## src/rtl/pipo_pipe_reg.sv

```systemverilog
// Elastic PIPO pipeline: DEPTH register stages of WIDTH-bit words with valid/ready
// handshake on both sides, bubble collapse, synchronous flush and occupancy count.
module pipo_pipe_reg #(
  parameter int unsigned WIDTH = 35,
  parameter int unsigned DEPTH = 4
) (
  input  logic                         clk,
  input  logic                         rst,
  input  logic                         flush,
  input  logic                         in_valid,
  output logic                         in_ready,
  input  logic [WIDTH-1:0]             in_data,
  output logic                         out_valid,
  input  logic                         out_ready,
  output logic [WIDTH-1:0]             out_data,
  output logic [$clog2(DEPTH+1)-1:0]   count
);

  localparam int unsigned CW = $clog2(DEPTH + 1);

  logic [DEPTH-1:0] r_valid;
  logic [WIDTH-1:0] r_data [DEPTH];
  logic [CW-1:0]    r_count;

  logic [DEPTH-1:0] w_ready;
  logic [DEPTH-1:0] w_src_valid;
  logic [WIDTH-1:0] w_src_data [DEPTH];
  logic             w_in_xfer;
  logic             w_out_xfer;
  logic [CW-1:0]    w_count_nxt;

  always_comb begin
    w_src_valid    = '0;
    w_src_valid[0] = in_valid;
    w_src_data[0]  = in_data;
    for (int unsigned i = 1; i < DEPTH; i++) begin
      w_src_valid[i] = r_valid[i-1];
      w_src_data[i]  = r_data[i-1];
    end
  end

  // Ready chain walks from the output stage back to stage 0; a running scalar
  // keeps w_ready write-only inside this block.
  always_comb begin : ready_chain
    logic v_run;
    w_ready = '0;
    v_run   = out_ready;
    for (int unsigned k = 0; k < DEPTH; k++) begin
      v_run                = !r_valid[DEPTH-1-k] | v_run;
      w_ready[DEPTH-1-k]   = v_run;
    end
  end

  assign in_ready   = w_ready[0];
  assign w_in_xfer  = in_valid & w_ready[0];
  assign w_out_xfer = r_valid[DEPTH-1] & out_ready;

  always_comb begin
    w_count_nxt = r_count;
    case ({w_in_xfer, w_out_xfer})
      2'b10:   w_count_nxt = r_count + CW'(1);
      2'b01:   w_count_nxt = r_count - CW'(1);
      default: w_count_nxt = r_count;
    endcase
  end

  always_ff @(posedge clk) begin
    if (rst) begin
      r_valid <= '0;
      r_count <= '0;
      for (int unsigned i = 0; i < DEPTH; i++) r_data[i] <= '0;
    end else if (flush) begin
      // Words are dropped but data registers keep their contents.
      r_valid <= '0;
      r_count <= '0;
    end else begin
      r_count <= w_count_nxt;
      for (int unsigned i = 0; i < DEPTH; i++) begin
        if (w_ready[i]) r_valid[i] <= w_src_valid[i];
        if (w_ready[i] && w_src_valid[i]) r_data[i] <= w_src_data[i];
      end
    end
  end

  assign out_valid = r_valid[DEPTH-1];
  assign out_data  = r_data[DEPTH-1];
  assign count     = r_count;

endmodule
```

## config.mk

```make
export PLATFORM = sky130hd
export DESIGN_NAME = pipo_pipe_reg
export DESIGN_NICKNAME = d
export VERILOG_FILES = /design/src/rtl/pipo_pipe_reg.sv
export SDC_FILE = /design/constraint.sdc
export NUM_CORES = 1
export LEC_CHECK = 0
export ABC_CLOCK_PERIOD_IN_PS = 3800
export CAP_MARGIN = 25
export CORE_ASPECT_RATIO = 0.9
export CORE_UTILIZATION = 30
export DETAILED_ROUTE_END_ITERATION = 16
export GPL_ROUTABILITY_DRIVEN = 0
export MAX_ROUTING_LAYER = met4
export PLACE_DENSITY = 0.61
export SETUP_SLACK_MARGIN = 0.1
export SYNTH_ARGS = -nofsm -noshare
export SYNTH_HDL_FRONTEND = slang
export SYNTH_SLANG_ARGS = --single-unit
```

## constraint.sdc

```tcl
create_clock -name clk -period 3.8 [get_ports clk]
set_input_delay 0.76 -clock clk [delete_from_list [all_inputs] [get_ports clk]]
set_output_delay 0.76 -clock clk [all_outputs]
set_load 0.01 [all_outputs]
```

==> results of run 1 <==
[synth_stat cells]
cell type | instances | area, um^2
and3b_1 | 1 | 8.76
and2_1 | 118 | 738
or2_0 | 1 | 6.26
fa_1 | 1 | 20.0
xor2_1 | 2 | 17.5
nor3_4 | 3 | 48.8
o21ai_0 | 2 | 10.0
and4b_1 | 1 | 10.0
nand2_1 | 2 | 7.51
nor2_1 | 9 | 33.8
nor2b_1 | 1 | 6.26
and2_2 | 23 | 173
a21oi_1 | 3 | 15.0
buf_6 | 4 | 45.0
clkbuf_1 | 9 | 33.8
a211oi_4 | 1 | 20.0
a31o_2 | 1 | 8.76
inv_1 | 8 | 30.0
or3_1 | 1 | 6.26
ha_1 | 1 | 12.5
o31ai_1 | 2 | 15.0
nand2b_1 | 1 | 6.26
dfxtp_1 | 7 | 140
edfxtp_1 | 140 | 4200
[stage by stage]
stage               power [uW]  hold WS (ps)
floorplan                 1950           455
global placement          2030           467
detailed placement        2040           489
CTS                       3770           503
global route              3850           521
finish                    3730           504
[cell usage in the layout, fill, tap and decap left out, drive strengths merged]
master / count
and3b: 1
o21ai: 2
nor2: 9
clkbuf: 20
a31o: 1
and2: 141
nand2b: 1
bufinv: 5
nor2b: 1
nand2: 2
ha: 1
clkdlybuf4s50: 79
clkinv: 7
or3: 1
xor2: 2
inv: 8
a211oi: 1
o31ai: 2
buf: 3
or2: 1
nor3: 3
dfxtp: 7
fa: 1
edfxtp: 140
and4b: 1
a21oi: 3
[cell type report]
class | instances | area [um^2]
multi-input cells | 174 | 1190
fillers | 1707 | 11000
repair buffers | 82 | 813
well taps | 245 | 307
flip-flops and latches | 147 | 4340
clock buffers | 20 | 437
inverters | 8 | 30.0
clock inverters | 12 | 186
[kinds of logic after synthesis]
group	after synthesis	share of synthesized area
AND/OR/NAND/NOR	161	0.186
adder cells (fa/ha/maj)	2	0.00579
flip-flops	147	0.773
buffers and inverters	21	0.0194
AO/OA/AOI/OAI	9	0.0123
XOR/XNOR	2	0.00312
[worst max-delay path, delay by kind of cell]
kind,cells,cell delay (ps)
AND/OR/NAND/NOR,2,650
buffers and inverters,2,960
[state kept, by name, indices dropped and copies added, names as in the netlist]
signal / flops
r_data: 140
r_valid: 4
count: 3
[metal layers]
metal | vias up | GRT usage
met5 | - | -
met4 | 0 | 0.0486
met3 | 12 | 0.0315
met2 | 56 | 0.131
met1 | 1160 | 0.119
li1 | 1362 | -
[power breakdown]
group	total (uW)	switching [uW]	internal, uW
combinational	140	66.2	73.4
sequential	1860	16.9	1850
clock	1720	569	1160
total	3730	652	3070
[worst min-delay path by stage]
| stage | start | endpoint | slack (ps) | cells after the start |
|---|---|---|---|---|
| finish | r_valid[1] | r_valid[2] | 500 | 2 |
| floorplan | r_valid[1] | r_valid[2] | 460 | 2 |
| detailed placement | r_valid[1] | r_valid[2] | 490 | 2 |
| global route | r_data[1][34] | r_data[2][34] | 520 | 1 |
| global placement | count[2] | count[2] | 470 | 2 |
| CTS | r_valid[1] | r_valid[2] | 500 | 2 |
==> metrics.txt, run 1 <==
min-delay worst type=reg2reg; Cell variety after synth=24; register area share after synthesis=0.773; Period minus WS final=3130 ps; Initial Utilization=0.306; share of layout cells above drive strength 1=0.138; Post-CTS Setup Repair Bufs=0; first-pass GRT wire length=13500 um; iteration-0 DRC count of the detailed router=89; Fin. Hold Viols=0; worst slew pin tran=935 ps; critical path endpoint category=output port; Place WS=526 ps; global route overflow=0; reg2reg path depth=9; reg-to-reg setup timing slack=1400 ps; RSZ-0062 raised after global routing=no; Via density=3.76; P_leak=0.00267 uW; Vias=2590; cell count after synthesis=342; top layer in use=met4; met2 WL=3480 um; synth-to-layout area growth=30.2%; die extent in x=146 um; total I/O pin count=80; H-tree Lvls=4; dpl cell area=6690 um^2; root buf cell=clkbuf_16; post_cts resized=0; Mapped Area=5620 um^2; dpl cells=656; clock skew=6.84 ps; ANT cells=0; Final ANT Viol Nets=0; initial antenna violation count=0; cell area after layout=7310 um^2; Worst path max stage delay=510 ps; worst-case clock buffer depth=2; critical path peak fanout=5; # nets final=472; CP most frequent cell=clkdlybuf4s50_1; VDD IR max=0.000258 V; Met1 Wirelength=4080 um; # rows=47; CTS Hold Bufs=0; FF-to-FF Start=r_valid[3]; final setup margin=666 ps; Finished Core Util=0.399; Pins Over Slew Limit=0; Final Non-Filler Cells=688; detailed-route DRC error count=0; outcome=finished, final reports clean; max_cap viols=0; die area=19300 um^2; Worst EP required=3040 ps; Critical Path Start=out_ready; TritonRoute pass-1 iters=4; slowest cell on the critical path=clkdlybuf4s50_1; Synth Register Bits=147; cell chain of the critical path=clkdlybuf4s50_1 -> and4b_1 -> nand2_1 -> clkdlybuf4s50_1; core area=18300 um^2; reg2reg end=count[2]; Ys Warns=0; Port Buf Inserts=79; final wirelength=8040 um; clk_lat worst skew=400 ps; Sink Count=147; synthesized area per cell=16.4 um^2; WS Path Type=in2out; fmax=0.319 GHz; met3 WL=334 um; Clock transition at path regs=50 ps; largest net degree at the start of global routing=36; HPWL Detailed=5930 um; TNS Setup=0 ps; PwrDens=510 nW/um^2; Critical Path AT=2370 ps; CP endpoint=in_ready; gr usage total=0.0935; period utilisation layout=0.825; CTS tree=done; routed len/inst=11.7 um; CTS buffer count=17; final setup violation count=0; Die H=132 um; vias in the first global route=2744; max_slew headroom=0.375; Startpoint Class=input port; syn_nets=384
Power figures use the tool's default switching activity.
==> run 2: changes to the inputs <==
--- a/config.mk
+++ b/config.mk
@@ -5,14 +5,14 @@
 export SDC_FILE = /design/constraint.sdc
 export NUM_CORES = 1
 export LEC_CHECK = 0
-export ABC_CLOCK_PERIOD_IN_PS = 3800
+export ABC_CLOCK_PERIOD_IN_PS = 3150
 export CAP_MARGIN = 25
 export CORE_ASPECT_RATIO = 0.9
 export CORE_UTILIZATION = 30
 export DETAILED_ROUTE_END_ITERATION = 16
 export GPL_ROUTABILITY_DRIVEN = 0
 export MAX_ROUTING_LAYER = met4
-export PLACE_DENSITY = 0.61
+export PLACE_DENSITY = 0.59
 export SETUP_SLACK_MARGIN = 0.1
 export SYNTH_ARGS = -nofsm -noshare
 export SYNTH_HDL_FRONTEND = slang
==> constraint.sdc (replaced) <==
create_clock -name clk -period 3.15 [get_ports clk]
set_input_delay 0.63 -clock clk [delete_from_list [all_inputs] [get_ports clk]]
set_output_delay 0.63 -clock clk [all_outputs]
set_load 0.01 [all_outputs]
==> run 2 against run 1 <==
Compared with the run above:
- hold slack improved by 6.0 ps
- clock-buffer cell count rose by 3
- die area did not move
- register-to-register slack got worse by 360 ps
- clock power fell by 5%
- power rose by 8.8%
- critical endpoint unchanged
- combinational power rose by 21%
- worst setup slack got worse by 180 ps
- wire length fell by 3.3%
- highest routed layer unchanged
- final cell count rose by 0.73%
==> metrics.txt, run 2 (synthesis results as in run 1) <==
PwrDens=562 nW/um^2; synth-to-layout area growth=28.4%; share of layout cells above drive strength 1=0.132; Port Buf Inserts=79; Critical Path AT=2040 ps; TritonRoute pass-1 iters=4; critical path endpoint category=output port; total chip power=4060 uW; iteration-0 DRC count of the detailed router=135; HPWL Detailed=5880 um; final wirelength=7770 um; fill count=1693; Post-CTS Setup Repair Bufs=0; max_slew headroom=0.466; die area=19300 um^2; Via density=3.76; root buf cell=clkbuf_16; Startpoint Class=input port; # nets final=477; cell class contributing the biggest share of worst-path delay=buffers and inverters; min-delay worst type=reg2reg; Fin. Hold Viols=0; gr usage total=0.0905; post_cts resized=0; Psw=754 uW; worst-case clock buffer depth=2; total I/O pin count=80; clock skew=5.19 ps; first-pass GRT wire length=13100 um; worst slew pin tran=798 ps; Final Non-Filler Cells=693; CP most frequent cell=clkdlybuf4s50_1; Final ANT Viol Nets=0; CTS Hold Bufs=0; CTS buffer count=17; final setup violation count=0; Pins Over Slew Limit=0; initial antenna violation count=0; Worst EP required=2520 ps; Initial Utilization=0.306; routed len/inst=11.2 um; outcome=finished, final reports clean; clk_lat worst skew=400 ps; slowest cell on the critical path=clkdlybuf4s50_1; die extent in x=146 um; VDD IR max=0.000325 V; most common cell after layout, fill and taps aside=edfxtp_1; vias in the first global route=2663; Vias=2607; dpl cells=661; ANT cells=0; RSZ-0062 raised after global routing=no; Largest register FFs=140; Sink Count=147; Worst path max stage delay=550 ps; power share of the combinational group=0.042; Period minus WS final=2670 ps; final setup margin=484 ps; global route overflow=0; P_leak=0.00262 uW; core area=18300 um^2; most flop-heavy register=r_data; WS Path Type=in2out; cell chain of the critical path=clkdlybuf4s50_1 -> and4b_1 -> nand2_1 -> clkdlybuf4s50_1; fmax=0.375 GHz; CTS tree=done; period utilisation layout=0.846; most frequent cells in the layout=edfxtp_1 (140), and2_1 (118), clkdlybuf4s50_1 (79); Clock transition at path regs=50 ps; critical path peak fanout=4; max_cap viols=0; largest net degree at the start of global routing=36; crit path buf inv count=2; TNS Setup=0 ps; # rows=47; Die H=132 um; Place WS=272 ps; sequential power share=0.554; internal power=3300 uW; Clk pwr share=0.404; detailed-route DRC error count=0; Sw Ratio=0.186; H-tree Lvls=4
## run 2: cell type report
cell class / count / area [um^2] / share of cell area
clock buffers: 23 / 448 / 0.0621
clock inverters: 9 / 40.0 / 0.00555
inverters: 8 / 30.0 / 0.00416
multi-input cells: 174 / 1190 / 0.166
flip-flops and latches: 147 / 4340 / 0.602
well taps: 245 / 307 / 0.0425
repair buffers: 87 / 851 / 0.118
## run 2: power by group through the flow
stage / clock (uW) / combinational (uW) / sequential [uW]
2_1_floorplan: 0 / 62.4 / 2290
3_3_place_gp: 0 / 168 / 2290
3_5_place_dp: 0 / 173 / 2290
4_1_cts: 1690 / 173 / 2250
5_1_grt: 1780 / 186 / 2260
6_report: 1640 / 169 / 2250
## run 2: per-stage QoR
stage | utilization | area [um^2] | hold slack [ps]
global route | 0.393 | 7210 | 531
detailed placement | 0.367 | 6730 | 504
global placement | 0.367 | 6730 | 468
CTS | 0.393 | 7210 | 513
floorplan | - | 5630 | 455
finish | 0.393 | 7210 | 510
## run 2: metal layers
layer  track usage  vias up  part of all wire
li1              -     1366                 -
met1         0.118     1175              0.51
met2         0.121       54              0.42
met3        0.0294       12             0.035
met4        0.0561        0             0.026
met5             -        -                 0
## run 2: path summary, 6_finish.rpt
check	startpoint	slack, ps	cells past startpoint	to
hold reg to reg	r_valid[1]	510	2	r_valid[2]
hold / removal	r_valid[1]	510	2	r_valid[2]
setup reg to reg	r_valid[3]	1040	9	count[2]
setup / recovery	out_ready	480	4	in_ready
## run 2: worst register-to-register path, stage by stage (launching register included)
cell and delay [ps]:
dfxtp_1 370, and4b_1 250, nand2_1 110, nand2_1 90, ha_1 190, inv_1 70, fa_1 390, xor2_1 160
or3_1 300, a21oi_1 140
==> run 3: changes to the inputs <==
--- a/config.mk
+++ b/config.mk
@@ -5,7 +5,7 @@
 export SDC_FILE = /design/constraint.sdc
 export NUM_CORES = 1
 export LEC_CHECK = 0
-export ABC_CLOCK_PERIOD_IN_PS = 3150
+export ABC_CLOCK_PERIOD_IN_PS = 2490
 export CAP_MARGIN = 25
 export CORE_ASPECT_RATIO = 0.9
 export CORE_UTILIZATION = 30
==> constraint.sdc (replaced) <==
create_clock -name clk -period 2.49 [get_ports clk]
set_input_delay 0.498 -clock clk [delete_from_list [all_inputs] [get_ports clk]]
set_output_delay 0.498 -clock clk [all_outputs]
set_load 0.01 [all_outputs]
==> run 3 against run 2 <==
Compared with the run above:
- hold slack worse by 18 ps
- sequential share of layout area down 1.1 points
- combinational power up 34%
- clock power up 42%
- clock-buffer cell count down 2
- core utilization up 0.76 points
- wire length up 1.4%
- first-iteration DRC count down 30%
- final cell count up 0.43%
- critical path depth up 5
- final area up 1.9%
- via count up 0.27%
- critical path type is now reg2reg
==> metrics.txt, run 3 (synthesis results as in run 1) <==
fmax=0.493 GHz; detailed-route DRC error count=0; gr usage total=0.0915; fill count=1695; Vias=2614; Worst path max stage delay=370 ps; Register Area=4340 um^2; WP depth=9; slowest cell on the critical path=dfxtp_1; final setup violation count=0; most common cell after layout, fill and taps aside=edfxtp_1; clock skew=7.65 ps; first-pass GRT wire length=13200 um; core area=18300 um^2; min-delay worst type=reg2reg; initial antenna violation count=0; Critical Path AT=2370 ps; CTS buffer count=17; CP most frequent cell=nand2_1; H-tree Lvls=4; Initial Utilization=0.306; die area=19300 um^2; cell chain of the critical path=and4b_1 -> nand2_1 -> nand2_1 -> ha_1 -> inv_1 -> fa_1 -> xor2_1 -> or3_1 -> a21oi_1; crit path buf inv count=1; Place WS=-171 ps; P_leak=0.00270 uW; iteration-0 DRC count of the detailed router=95; global route overflow=0; CTS tree=done; Clock transition at path regs=60 ps; Fin. Hold Viols=0; max_slew headroom=0.435; ANT cells=0; critical path endpoint category=flip-flop; TNS Setup=0 ps; Startpoint Class=flip-flop; largest net degree at the start of global routing=36; reg2reg path depth=9; area of the multi-input gates=1190 um^2; Worst EP required=2830 ps; cell class contributing the biggest share of worst-path delay=simple AND/OR/NAND/NOR gates; RSZ-0062 raised after global routing=no; synth-to-layout area growth=30.9%; WHS=492 ps; final wirelength=7880 um; total I/O pin count=80; HPWL Detailed=5890 um; Die H=132 um; die extent in x=146 um; outcome=finished, final reports clean; Sink Count=147; Post-CTS Setup Repair Bufs=0; worst-case clock buffer depth=2; period utilisation layout=0.815; Final ANT Viol Nets=0; final setup margin=461 ps; routed len/inst=11.3 um; max_cap viols=0; critical path peak fanout=5; # nets final=480; WS Path Type=reg2reg; # rows=47; most flop-heavy register=r_data; Port Buf Inserts=79; VDD IR max=0.000359 V; worst slew pin tran=848 ps; Pins Over Slew Limit=0; clk_lat worst skew=410 ps; root buf cell=clkbuf_16; hold depth=2; most frequent cells in the layout=edfxtp_1 (140), and2_1 (118), clkdlybuf4s50_1 (77); share of layout cells above drive strength 1=0.151; PwrDens=735 nW/um^2; Period minus WS final=2030 ps; Via density=3.76; TritonRoute pass-1 iters=4; Largest register FFs=140; vias in the first global route=2619
-- run 3: changes by cell type in the layout (fill, tap and decap cells not counted), sizes merged --
cell	before	now
clkdlybuf4s50	79	77
clkbuf	23	21
buf	8	11
dlygate4sd2	0	1
bufinv	0	2
dlymetal6s2s	0	1
-- run 3: worst reg2reg max path, delay by kind of cell (launching register included) --
kind                     cells  cell delay, ps
flip-flops                   1             370
XOR/XNOR                     1             160
AND/OR/NAND/NOR              4             720
adder cells (fa/ha/maj)      2             530
AO/OA/AOI/OAI                1             140
buffers and inverters        1              50
-- run 3: through the flow --
stage / utilization / total power [uW] / cell area, um^2 / cells
CTS: 0.401 / 5470 / 7350 / 696
finish: 0.401 / 5400 / 7350 / 696
global route: 0.401 / 5600 / 7350 / 696
global placement: 0.371 / 3120 / 6800 / 664
floorplan: - / 2980 / 5650 / 342
detailed placement: 0.371 / 3130 / 6800 / 664
-- run 3: path summary, 6_finish.rpt --
check             slack (ps)        from  endpoint
hold / removal           490    count[2]  count[2]
setup reg to reg         460  r_valid[3]  count[2]
setup / recovery         460  r_valid[3]  count[2]
hold reg to reg          490    count[2]  count[2]
-- run 3: area by class of cell --
cell class,count,share of cell area
clock buffer,21,0.0599
clock inverter,11,0.0153
inverter,8,0.00408
multi-input combinational,174,0.162
sequential,147,0.591
tap,245,0.0417
timing repair buffer,90,0.126
-- run 3: report_power, final --
part	switching, uW	internal (uW)
sequential	25.3	2820
clock	875	1460
combinational	102	124
-- run 3: per-layer routing --
| metal | global-route usage | share of wire | wire (um) |
|---|---|---|---|
| met1 | 0.126 | 0.52 | 4090 |
| met4 | 0.0486 | 0.019 | 146 |
| met2 | 0.117 | 0.41 | 3270 |
| met3 | 0.0329 | 0.048 | 376 |
| met5 | - | 0 | 0 |
-- run 3: repair_timing --
item                       in CTS  in global routing
hold buffers                    0                  0
pin swaps                       0                  0
setup endpoints to repair       1                  1
gates resized for setup         1                  1
